File: config.mk
export PLATFORM = sky130hd
export DESIGN_NAME = arb_req_queue
export DESIGN_NICKNAME = d
export VERILOG_FILES = /design/src/rtl/arb_req_queue.sv
export SDC_FILE = /design/constraint.sdc
export NUM_CORES = 1
export LEC_CHECK = 0
export CORE_ASPECT_RATIO = 1.5
export CORE_UTILIZATION = 54
export CTS_CLUSTER_DIAMETER = 40
export DETAILED_ROUTE_END_ITERATION = 7
export GPL_TIMING_DRIVEN = 0
export PLACE_DENSITY = 0.8
export SYNTH_ARGS = -nofsm -noshare
export SYNTH_HDL_FRONTEND = slang
export SYNTH_SLANG_ARGS = --single-unit
File: constraint.sdc
create_clock -name clk -period 2.89 [get_ports clk]
set_input_delay 0.578 -clock clk [delete_from_list [all_inputs] [get_ports clk]]
set_output_delay 0.578 -clock clk [all_outputs]
set_load 0.005 [all_outputs]
File: src/rtl/arb_req_queue.sv
// arb_req_queue
//   Requester-side companion to a round-robin arbiter. Each client pushes
//   transfers into its own small FIFO. A client with a non-empty FIFO raises
//   its bit of req. The arbiter answers with a one-hot gnt in the same cycle.
//   The granted client's head entry then moves into a registered output stage
//   that uses a valid/ready handshake.
//
//   While the output stage is stalled, req is forced to zero. The arbiter
//   therefore sees no requests and keeps its round-robin pointer where it is.
//
//   A grant is illegal if it is multi-hot or if it targets a client that is
//   not requesting. An illegal grant is ignored: nothing is popped and the
//   output stage is not updated. It also sets the sticky err_gnt flag, which
//   only a reset clears.
//
// Ports
//   clk        clock; all state updates on the rising edge
//   reset_n    asynchronous, active-low reset
//   in_valid   per-client write valid
//   in_ready   per-client write ready (that client's FIFO is not full)
//   in_data    client i payload at [i*DATA_WIDTH +: DATA_WIDTH]
//   req        request vector to the arbiter
//   gnt        grant vector from the arbiter, in the same cycle as req
//   out_valid  output stage holds a transfer
//   out_ready  downstream accepts the transfer
//   out_data   payload of the granted transfer
//   out_id     index of the client that sourced out_data
//   err_gnt    sticky flag: an illegal gnt was observed
module arb_req_queue #(
  parameter  int REQ_WIDTH  = 4,
  parameter  int DATA_WIDTH = 32,
  parameter  int DEPTH      = 2,
  localparam int ID_W       = $clog2(REQ_WIDTH),
  localparam int PTR_W      = $clog2(DEPTH),
  localparam int CNT_W      = $clog2(DEPTH) + 1
) (
  input  logic                            clk,
  input  logic                            reset_n,
  input  logic [REQ_WIDTH-1:0]            in_valid,
  output logic [REQ_WIDTH-1:0]            in_ready,
  input  logic [REQ_WIDTH*DATA_WIDTH-1:0] in_data,
  output logic [REQ_WIDTH-1:0]            req,
  input  logic [REQ_WIDTH-1:0]            gnt,
  output logic                            out_valid,
  input  logic                            out_ready,
  output logic [DATA_WIDTH-1:0]           out_data,
  output logic [ID_W-1:0]                 out_id,
  output logic                            err_gnt
);

  logic [DATA_WIDTH-1:0] mem    [REQ_WIDTH][DEPTH];
  logic [PTR_W-1:0]      wr_ptr [REQ_WIDTH];
  logic [PTR_W-1:0]      rd_ptr [REQ_WIDTH];
  logic [CNT_W-1:0]      count  [REQ_WIDTH];

  logic [REQ_WIDTH-1:0]  empty;
  logic [REQ_WIDTH-1:0]  full;
  logic [REQ_WIDTH-1:0]  push;
  logic [REQ_WIDTH-1:0]  pop;
  logic                  accept_ok;
  logic                  gnt_onehot;
  logic                  gnt_in_req;
  logic                  transfer;
  logic                  gnt_illegal;
  logic [ID_W-1:0]       gnt_idx;
  logic [DATA_WIDTH-1:0] head_data;

  // Empty/full flags come straight from the occupancy counters. As a result,
  // in_ready depends only on registered state and never on gnt or out_ready.
  always_comb begin
    empty = '0;
    full  = '0;
    for (int i = 0; i < REQ_WIDTH; i++) begin
      empty[i] = (count[i] == '0);
      full[i]  = (count[i] == CNT_W'(DEPTH));
    end
  end

  assign in_ready  = ~full;
  assign push      = in_valid & in_ready;

  // The output stage can take a new transfer when it is empty or when its
  // current transfer is leaving this cycle. Otherwise req is withheld so that
  // the arbiter holds its round-robin state.
  assign accept_ok = !out_valid || out_ready;
  assign req       = ~empty & {REQ_WIDTH{accept_ok}};

  // A grant is honoured only if it is exactly one-hot and it lands on a
  // requesting client. Any other non-zero grant is flagged and ignored.
  // An all-zero grant means "no transfer" and is not an error.
  assign gnt_onehot  = (gnt != '0) && ((gnt & (gnt - REQ_WIDTH'(1))) == '0);
  assign gnt_in_req  = ((gnt & ~req) == '0);
  assign transfer    = gnt_onehot && gnt_in_req;
  assign gnt_illegal = (gnt != '0) && !transfer;
  assign pop         = transfer ? gnt : '0;

  // Encode the grant into a client index and select that client's head
  // entry. The result is only consumed when the grant is one-hot.
  always_comb begin
    gnt_idx   = '0;
    head_data = '0;
    for (int i = 0; i < REQ_WIDTH; i++) begin
      if (gnt[i]) begin
        gnt_idx   = ID_W'(i);
        head_data = mem[i][rd_ptr[i]];
      end
    end
  end

  // Per-client pointers and occupancy counters. DEPTH is a power of two, so
  // the pointers wrap naturally. A pop can only hit an existing head because
  // req, and hence a legal grant, requires a non-empty FIFO.
  always_ff @(posedge clk or negedge reset_n) begin
    if (!reset_n) begin
      for (int i = 0; i < REQ_WIDTH; i++) begin
        wr_ptr[i] <= '0;
        rd_ptr[i] <= '0;
        count[i]  <= '0;
      end
    end else begin
      for (int i = 0; i < REQ_WIDTH; i++) begin
        if (push[i]) begin
          wr_ptr[i] <= wr_ptr[i] + PTR_W'(1);
        end
        if (pop[i]) begin
          rd_ptr[i] <= rd_ptr[i] + PTR_W'(1);
        end
        case ({push[i], pop[i]})
          2'b10:   count[i] <= count[i] + CNT_W'(1);
          2'b01:   count[i] <= count[i] - CNT_W'(1);
          default: count[i] <= count[i];
        endcase
      end
    end
  end

  // FIFO storage has no reset. Its contents are only visible through valid
  // pointers, and a reset clears those pointers.
  always_ff @(posedge clk) begin
    for (int i = 0; i < REQ_WIDTH; i++) begin
      if (push[i]) begin
        mem[i][wr_ptr[i]] <= in_data[i*DATA_WIDTH +: DATA_WIDTH];
      end
    end
  end

  // Output stage. A legal grant loads a new transfer. When there is no new
  // transfer, a completed handshake empties the stage. Otherwise the stage
  // holds, which keeps out_data and out_id stable during a stall.
  // err_gnt latches any illegal grant until the next reset.
  always_ff @(posedge clk or negedge reset_n) begin
    if (!reset_n) begin
      out_valid <= 1'b0;
      out_data  <= '0;
      out_id    <= '0;
      err_gnt   <= 1'b0;
    end else begin
      if (transfer) begin
        out_valid <= 1'b1;
        out_data  <= head_data;
        out_id    <= gnt_idx;
      end else if (out_valid && out_ready) begin
        out_valid <= 1'b0;
      end
      if (gnt_illegal) begin
        err_gnt <= 1'b1;
      end
    end
  end

endmodule

==> results of run 1 <==
cell usage in the layout, fill, tap and decap left out, types with 3 or more instances in the layout:
cell and count:
nor3_1 3, edfxtp_1 256, buf_2 3, bufinv_16 7
dfrtp_1 52, buf_1 3, clkdlybuf4s50_1 180, clkinv_2 4
o211ai_1 32, and3_2 4, o221ai_1 32, nand2b_1 37
a22oi_1 32, mux2_2 96, ha_1 4, xnor2_1 12
xor2_1 8, nor2_4 4, buf_16 4, clkbuf_16 29
nand2_1 8, clkbuf_1 36, nor2_1 14, buf_6 4
mux2i_1 33, clkinvlp_4 3
sequential cells by signal (all words and copies together), names as in the netlist:
signal,cells
mem,256
out_data,32
count,8
rd_ptr,4
wr_ptr,4
out_id,2
err_gnt,1
out_valid,1
logic make-up after synthesis:
group	count (synthesis)	synth area share (%)
xor+xnor	21	1.59
simple gates	77	3.60
buf+inv	43	1.61
flops	308	74.4
compound gates	101	6.57
fa+ha+maj	4	0.415
mux	130	11.8
report_power, final:
part	leakage, uW	internal, uW	total (uW)	switching, uW
logic	0.00187	2050	4200	2150
registers	0.00300	6160	6590	438
clock network	0.000501	2480	4100	1620
total	0.00537	10700	14900	4210
per-layer routing:
metal / vias up / wire (um)
met5: - / 0
met2: 232 / 15400
met3: 59 / 1400
met4: 0 / 974
li1: 3122 / -
met1: 3539 / 10200
path summary, 6_finish.rpt:
path | startpoint | to | slack (ns) | depth (start not counted)
max | gnt[1] | out_data[22] | 0.31 | 8
min | reset_n | out_data[23] | 0.15 | 1
max reg2reg | rd_ptr[3] | out_data[22] | 0.31 | 6
min reg2reg | count[3] | count[3] | 0.50 | 1
max in group asynchronous | reset_n | out_data[0] | 2.09 | 2
min in group clk | count[3] | count[3] | 0.50 | 1
through the flow:
| stage | instance area, um^2 | std cells | setup TNS [ns] |
|---|---|---|---|
| final | 15400 | 1195 | 0 |
| after floorplan | 12100 | 684 | 0 |
| after CTS | 15400 | 1194 | 0 |
| after global placement | 14200 | 1137 | -182.68 |
| after detailed placement | 14400 | 1142 | -4.54 |
| after global routing | 15400 | 1195 | 0 |
critical path, cell delays in order:
cell	delay, ns
clkdlybuf4s50_1	0.51
clkbuf_1	0.41
nor2b_1	0.09
clkbuf_1	0.21
clkbuf_1	0.33
a22oi_1	0.35
o221ai_1	0.19
mux2_2	0.31
final cells by class:
| cell class | instances | area, um^2 | area share (%) |
|---|---|---|---|
| antenna | 1 | 2.50 | 0.0162 |
| tap | 272 | 340 | 2.21 |
| inverter | 1 | 3.75 | 0.0243 |
| clock inverter | 20 | 303 | 1.96 |
| buffer | 42 | 190 | 1.23 |
| clock buffer | 32 | 737 | 4.78 |
| sequential | 308 | 8990 | 58.3 |
| timing repair buffer | 186 | 1940 | 12.6 |
| multi-input combinational | 333 | 2930 | 19.0 |
==> run_results.csv, run 1 <==
group,metric,value,unit
sta,grt_setup_unrepaired,"no",
job,drv_cap,0,
sta,tightestPinTransition,0.944,ns
logic_synthesis,seq_area_frac_synth,74.4,%
sta,drv_slew,0,
critical_path,startpoint_type,"primary input",
detailed_routing,wire_per_inst,23.4,um
global_route,top_usage_layer,"met2",
global_route,grt_pass1_vias,7514,
global_route,antenna_found_initial,1,
detailed_routing,vias,6952,
power,power_density,966,nW/um^2
critical_path,worstPathMaxFanout,10,
logic_synthesis,syn-cell-area,12100,um^2
detailed_routing,routed_wl,28000,um
sta,timing.final.ws_setup,0.307,ns
outcome,outcome,"finished, final reports clean",
place,preCtsSetupSlack,-0.255,ns
global_route,grtUsageMet3,2.99,%
global_route,grt_pass1_wl,41800,um
critical_path,cp.arrival,3.00,ns
detailed_routing,drt_pass1_iterations,5,
floorplan,pin_count,183,
sta,setup_viol,0,
floorplan,rows,66,
sta,holdWs,0.155,ns
detailed_routing,drtIter0Drc,350,
sta,fmax,0.387,GHz
finish,fin_util,70.8,%
detailed_routing,antenna_left,0,
floorplan,die_y,185,um
logic_synthesis,ys_ff_latch,308,
detailed_routing,via_per_inst,5.82,
logic_synthesis,synth_warnings,0,
logic_synthesis,synthCells,684,
critical_path,critPathKind,"in -> reg",
logic_synthesis,ys.flop_type,"edfxtp_1",
floorplan,fp.coreArea,21800,um^2
finish,fillCellCount,1424,
logic_synthesis,syn_nets,827,
global_route,grt_use_met2,45.6,%
sta,fin_skew,0.0224,ns
finish,drive_above_1_share,18.2,%
critical_path,cp-end-kind,"register",
detailed_routing,drc_errors,0,
logic_synthesis,synth_top_area_share,63.7,%
place,port_buffers,181,
critical_path,critPathRequiredTime,3.30,ns
sta,fin_crit_sh,89.4,%
floorplan,die_area,23000,um^2
clock_network,clock_latency,0.54,ns
global_route,grt.total_usage,25.1,%
clock_network,root_buffer,"clkbuf_16",
sta,timing.final.crit_period,2.58,ns
logic_synthesis,ys_top_cells_by_area,"edfxtp_1 (64%), dfrtp_1 (11%), mux2_2 (9.0%)",
global_route,grt_max_degree,33,
clock_network,cts_max_path_buffers,3,
logic_synthesis,synth_most_common_cell,"edfxtp_1",
floorplan,die_w,124,um
logic_synthesis,synth_cell_type_count,31,
place,routabilityCongestion,0.764,
power,leakage,0.00537,uW
hold_path,worst_hold_path_type,"in -> async",
sta,maxSlewHeadroom,37.1,%
place,dp_hpwl,19600,um
finish,syn2layout_area_growth,27.8,%
clock_network,ctsHoldBuffers,0,
clock_network,clkTransAtPathRegs,0.06,ns
power,total_power,14900,uW
clock_network,cts_made_buffers,28,
logic_synthesis,synth_edf_count,256,
logic_synthesis,synth_common_cells,"edfxtp_1 (256), mux2_2 (96), dfrtp_1 (52)",
logic_synthesis,syn_avg_cell_area,17.7,um^2
sta,hold_viol,0,
floorplan,start_util,55.4,%
finish,finalNetCount,1043,
clock_network,cts.sinks,308,
clock_network,cts_tree,"yes",
clock_network,post-cts-setup-buffer-count,0,
logic_synthesis,ys_async_sr_fraction,16.9,%
clock_network,htree_num_levels,1,
global_route,use_met1,30.0,%
logic_synthesis,synth_top_area_cell,"edfxtp_1",
clock_network,cts_resized,0,
power,irDropWorstVdd,0.000617,V
global_route,gr-total-overflow,0,
Power figures use the tool's default switching activity.
==> run 2: changes to the inputs <==
--- a/config.mk
+++ b/config.mk
@@ -5,6 +5,7 @@
 export SDC_FILE = /design/constraint.sdc
 export NUM_CORES = 1
 export LEC_CHECK = 0
+export ABC_AREA = 1
 export CORE_ASPECT_RATIO = 1.5
 export CORE_UTILIZATION = 54
 export CTS_CLUSTER_DIAMETER = 40
==> run_results.csv, run 2 <==
group,metric,value,unit
global_route,grt_use_met2,47.8,%
clock_network,clkTransAtPathRegs,0.06,ns
power,power_switching,4490,uW
place,routabilityCongestion,0.840,
power,leakage,0.00614,uW
logic_synthesis,synth_top_area_cell,"edfxtp_1",
place,dpl_cell_area,14700,um^2
sta,holdWs,0.481,ns
sta,tightestPinTransition,0.976,ns
critical_path,cp-end-kind,"output pin",
critical_path,cp_slowest_cell,"clkdlybuf4s50_1",
critical_path,rrSetupSlack,0.66,ns
logic_synthesis,ys.flop_type,"edfxtp_1",
floorplan,die_w,126,um
finish,syn2layout_area_growth,26.1,%
global_route,grt.total_usage,27.0,%
critical_path,cp_cell_sequence,"clkdlybuf4s50_1 > inv_1 > nand2_1 > inv_1 > a21oi_1 > clkdlybuf4s50_1",
floorplan,start_util,55.2,%
outcome,outcome,"finished, final reports clean",
critical_path,critPathRequiredTime,2.31,ns
logic_synthesis,syn_avg_cell_area,11.6,um^2
critical_path,crit_family,"buffers and inverters",
finish,fin_util,69.6,%
global_route,top_usage_layer,"met2",
global_route,grtUsageMet3,3.82,%
critical_path,critPathKind,"in -> out",
logic_synthesis,ys_ff_latch,308,
floorplan,fp.coreArea,22500,um^2
global_route,use_met1,31.9,%
global_route,antenna_found_initial,4,
floorplan,pin_count,183,
logic_synthesis,seq_area_frac_synth,72.5,%
logic_synthesis,synth-xor-area-share,0.565,%
finish,fin_area,15600,um^2
detailed_routing,antenna_left,0,
sta,maxSlewHeadroom,34.8,%
sta,fin_skew,0.00818,ns
global_route,grt_pass1_vias,8785,
clock_network,clock_latency,0.53,ns
hold_path,hold_depth,2,
critical_path,critPathLaunch,"out_ready",
finish,layout_commonest_cell,"edfxtp_1",
detailed_routing,drc_errors,0,
finish,largest_register_ffs,256,
sta,drv_slew,0,
clock_network,htree_num_levels,1,
power,power_density,908,nW/um^2
sta,setup_viol,0,
critical_path,path_buf_inv,4,
logic_synthesis,synth_common_cells,"edfxtp_1 (256), nand2_1 (255), nor2_1 (150)",
sta,fmax,0.385,GHz
logic_synthesis,synthCells,1067,
logic_synthesis,synth_warnings,0,
detailed_routing,via_per_inst,5.46,
logic_synthesis,synth-simple-area-share,15.0,%
logic_synthesis,syn-cell-area,12400,um^2
place,preCtsSetupSlack,-0.0571,ns
detailed_routing,wire_per_inst,19.5,um
critical_path,cpPeakStageDelay,0.52,ns
detailed_routing,drtIter0Drc,658,
power,irDropWorstVdd,0.000601,V
critical_path,cp_num_cells,6,
detailed_routing,drt_pass1_iterations,5,
logic_synthesis,synth_edf_count,256,
place,port_buffers,182,
place,dp_hpwl,23100,um
clock_network,root_buffer,"clkbuf_16",
logic_synthesis,syn_nets,1210,
finish,finalNetCount,1428,
power,seqPwrFrac,46.2,%
sta,grt_setup_unrepaired,"no",
global_route,grt_pass1_wl,48000,um
floorplan,die_y,188,um
critical_path,critPathCapture,"req[3]",
critical_path,rr_worst_depth,11,
hold_path,worst_hold_path_type,"reg -> reg",
sta,hold_viol,0,
sta,timing.final.crit_period,2.60,ns
clock_network,cts.sinks,308,
logic_synthesis,synth_top_family_by_area,"simple AND/OR/NAND/NOR gates",
detailed_routing,routed_wl,30900,um
logic_synthesis,ys_top_cells_by_area,"edfxtp_1 (62%), dfrtp_1 (10%), nand2_1 (7.7%)",
power,pwr-share-comb,28.4,%
clock_network,cts_made_buffers,28,
clock_network,cts_max_path_buffers,3,
global_route,gr-total-overflow,0,
detailed_routing,vias,8666,
power,power_frac_clock,25.4,%
floorplan,rows,67,
critical_path,r2r-end,"count[1]",
sta,fin_crit_sh,90.0,%
job,drv_cap,0,
finish,mostFrequentLayoutCells,"edfxtp_1 (256), nand2_1 (255), clkdlybuf4s50_1 (181)",
logic_synthesis,synth_cell_type_count,25,
critical_path,r2r-start,"out_valid",
clock_network,cts_tree,"yes",
floorplan,die_area,23600,um^2
finish,drive_above_1_share,8.73,%
logic_synthesis,synth_most_common_cell,"edfxtp_1",
power,netSwitchingFraction,31.6,%
logic_synthesis,muxShareOfSynthArea,0,%
logic_synthesis,ys_async_sr_fraction,16.9,%
logic_synthesis,synth-adder-area-share,0.403,%
sta,timing.final.ws_setup,0.289,ns
critical_path,startpoint_type,"primary input",
clock_network,post-cts-setup-buffer-count,0,
critical_path,worstPathMaxFanout,6,
global_route,grt_max_degree,35,
finish,fillCellCount,1571,
power,intPower,9720,uW
logic_synthesis,synth_top_area_share,62.0,%
critical_path,cp.arrival,2.02,ns
logic_synthesis,synth-compound-area-share,7.45,%
-- run 2: changes by cell type after synthesis, sizes merged, moves of 37 or more --
cell | before | now
inv | 1 | 76
mux2 | 97 | 0
nand2 | 8 | 257
nand2b | 37 | 0
nor2 | 18 | 154
o21ai | 2 | 100
-- run 2: area by class of cell --
cell class	count	area, um^2	area share, %
multi-input combinational	635	2970	19.0
clock buffer	38	779	4.98
sequential	308	8990	57.5
antenna	4	10.0	0.0640
buffer	48	220	1.41
tap	276	345	2.21
clock inverter	13	118	0.752
timing repair buffer	188	1930	12.3
inverter	76	285	1.82
-- run 2: metrics by stage --
step / instances / TNS (ns) / total power (uW)
floorplan: 1067 / 0 / 8670
global placement: 1525 / -249.86 / 10400
detailed placement: 1530 / -0.108 / 10700
CTS: 1582 / 0 / 14300
global route: 1586 / 0 / 14900
finish: 1586 / 0 / 14200
-- run 2: worst min-delay path, delay by kind of cell (launching register included) --
family | cells | cell delay [ns]
AND/OR/NAND/NOR | 2 | 0.10
flip-flops | 1 | 0.34
-- run 2: metal layers --
metal | wire [um] | share of wire [%]
met1 | 11300 | 36
met2 | 16300 | 53
met3 | 2000 | 6.4
met4 | 1370 | 4.4
met5 | 0 | 0
-- run 2: worst min path at each step --
stage / startpoint / to / slack, ns
2_1_floorplan: reset_n / count[0] / 0.28
3_3_place_gp: err_gnt / err_gnt / 0.45
3_5_place_dp: err_gnt / err_gnt / 0.47
4_1_cts: err_gnt / err_gnt / 0.48
5_1_grt: out_data[7] / out_data[7] / 0.51
6_report: out_data[16] / out_data[16] / 0.48
-- run 2: kinds of logic after synthesis --
kind of cell / after synthesis
xor gates and xnor gates: 8
adders and majority gates: 4
DFF: 308
and+or+nand+nor: 463
buffers and inverters: 124
AOI/OAI and AO/OA: 160
-- run 2: repair_timing --
item | CTS | global route
hold buffers | 1 | 0
setup endpoints to repair | 0 | 0
hold endpoints to repair | 9 | 0
resized for setup | 0 | 0
-- run 2: power groups by stage --
stage	registers, uW	clock network (uW)	logic (uW)
floorplan	6540	0	2130
detailed placement	6640	0	4020
CTS	6560	3640	4060
finish	6570	3600	4040
global placement	6630	0	3730
global route	6650	3820	4460
==> run 3: changes to the inputs <==
--- a/config.mk
+++ b/config.mk
@@ -7,11 +7,10 @@
 export LEC_CHECK = 0
 export ABC_AREA = 1
 export CORE_ASPECT_RATIO = 1.5
-export CORE_UTILIZATION = 54
+export CORE_UTILIZATION = 40
 export CTS_CLUSTER_DIAMETER = 40
 export DETAILED_ROUTE_END_ITERATION = 7
 export GPL_TIMING_DRIVEN = 0
-export PLACE_DENSITY = 0.8
 export SYNTH_ARGS = -nofsm -noshare
 export SYNTH_HDL_FRONTEND = slang
 export SYNTH_SLANG_ARGS = --single-unit
==> run_results.csv, run 3 (same netlist as run 2, synthesis figures left out) <==
group,metric,value,unit
outcome,outcome,"finished, final reports clean",
place,port_buffers,182,
critical_path,startpoint_type,"primary input",
finish,syn2layout_area_growth,29.6,%
sta,setup_viol,0,
global_route,grt_max_degree,35,
power,total_power,14900,uW
global_route,grt_pass1_vias,8369,
hold_path,worst_hold_path_type,"in -> async",
clock_network,post-cts-setup-buffer-count,0,
finish,largest_register_ffs,256,
sta,tightestPinTransition,0.945,ns
detailed_routing,routed_wl,31900,um
critical_path,cp-end-kind,"output pin",
floorplan,pin_count,183,
sta,maxSlewHeadroom,36.8,%
clock_network,ctsHoldBuffers,0,
finish,multi_input_area,2970,um^2
sta,fin_crit_sh,88.4,%
power,irDropWorstVdd,0.000417,V
detailed_routing,drc_errors,0,
finish,fin_util,53.0,%
floorplan,start_util,40.9,%
sta,fin_skew,0.0239,ns
floorplan,fp.coreArea,30400,um^2
clock_network,cts.sinks,308,
power,power_density,929,nW/um^2
clock_network,cts_max_path_buffers,3,
place,dp_hpwl,23800,um
critical_path,worstPathMaxFanout,6,
global_route,antenna_found_initial,3,
finish,regArea,8990,um^2
floorplan,die_area,31700,um^2
floorplan,die_y,218,um
detailed_routing,drtIter0Drc,556,
finish,final_cells,1722,
detailed_routing,vias,8354,
job,drv_cap,0,
place,dpl.cell_count,1657,
clock_network,clkTransAtPathRegs,0.06,ns
detailed_routing,wire_per_inst,18.5,um
power,leakage,0.00627,uW
detailed_routing,drt_pass1_iterations,5,
critical_path,critPathLaunch,"out_ready",
critical_path,r2r-start,"out_valid",
sta,drv_slew,0,
floorplan,die_w,146,um
sta,timing.final.ws_setup,0.335,ns
clock_network,cts_tree,"yes",
clock_network,cts_made_buffers,36,
critical_path,rrSetupSlack,0.70,ns
critical_path,cp.arrival,1.98,ns
sta,grt_setup_unrepaired,"no",
finish,layout_commonest_cell,"edfxtp_1",
finish,finalNetCount,1438,
global_route,grt.total_usage,20.5,%
finish,mostFrequentLayoutCells,"edfxtp_1 (256), nand2_1 (255), clkdlybuf4s50_1 (181)",
clock_network,root_buffer,"clkbuf_16",
sta,hold_viol,0,
detailed_routing,via_per_inst,4.85,
finish,drive_above_1_share,9.86,%
detailed_routing,antenna_left,0,
global_route,grt_pass1_wl,48000,um
sta,fmax,0.391,GHz
clock_network,clock_latency,0.52,ns
sta,holdWs,0.0239,ns
global_route,gr-total-overflow,0,
critical_path,critPathRequiredTime,2.31,ns
place,preCtsSetupSlack,-0.0948,ns
critical_path,rr_worst_depth,11,
sta,timing.final.crit_period,2.55,ns
finish,fillCellCount,2642,
critical_path,r2r-end,"count[1]",
clock_network,htree_num_levels,2,
clock_network,cts_resized,0,
floorplan,rows,78,
critical_path,critPathKind,"in -> out",
place,routabilityCongestion,0.792,
## run 3: worst max-delay path: stages
cell             delay [ns]
clkdlybuf4s50_1        0.45
inv_1                  0.04
nand2_1                0.18
inv_1                  0.09
a21oi_1                0.12
clkdlybuf4s50_1        0.52
## run 3: stage by stage
stage,instance area [um^2],TNS [ns]
after floorplan,12400,0
after global placement,14700,-293.92
after detailed placement,14900,-0.164
after CTS,16100,0
after global routing,16100,0
final,16100,0
## run 3: routing by layer
layer / vias to the layer above / wire length [um] / track usage [%]
met3: 59 / 1610 / 3.14
met4: 0 / 939 / 7.72
met2: 243 / 16700 / 37.4
met1: 3979 / 12700 / 24.3
li1: 4073 / - / -
met5: - / 0 / 0
## run 3: worst max-delay path by stage
stage	depth (start not counted)	endpoint	slack (ns)
finish	6	req[1]	0.34
CTS	6	req[1]	0.30
global placement	3	mem[2][14]	-1.18
detailed placement	11	count[1]	-0.09
floorplan	2	mem[0][0]	0.42
global route	6	req[3]	0.23
## run 3: power by group
| group | internal [uW] | switching [uW] |
|---|---|---|
| clock network | 2540 | 1760 |
| registers | 6110 | 435 |
| logic | 1590 | 2490 |
| total | 10200 | 4690 |
## run 3: cell type report
cell class	count	area share [%]
flip-flops and latches	308	55.9
multi-input cells	635	18.5
repair buffers	190	12.3
clock buffers	43	5.90
well taps	400	3.11
inverters	76	1.77
plain buffers	48	1.37
clock inverters	19	1.09
diodes	3	0.0467
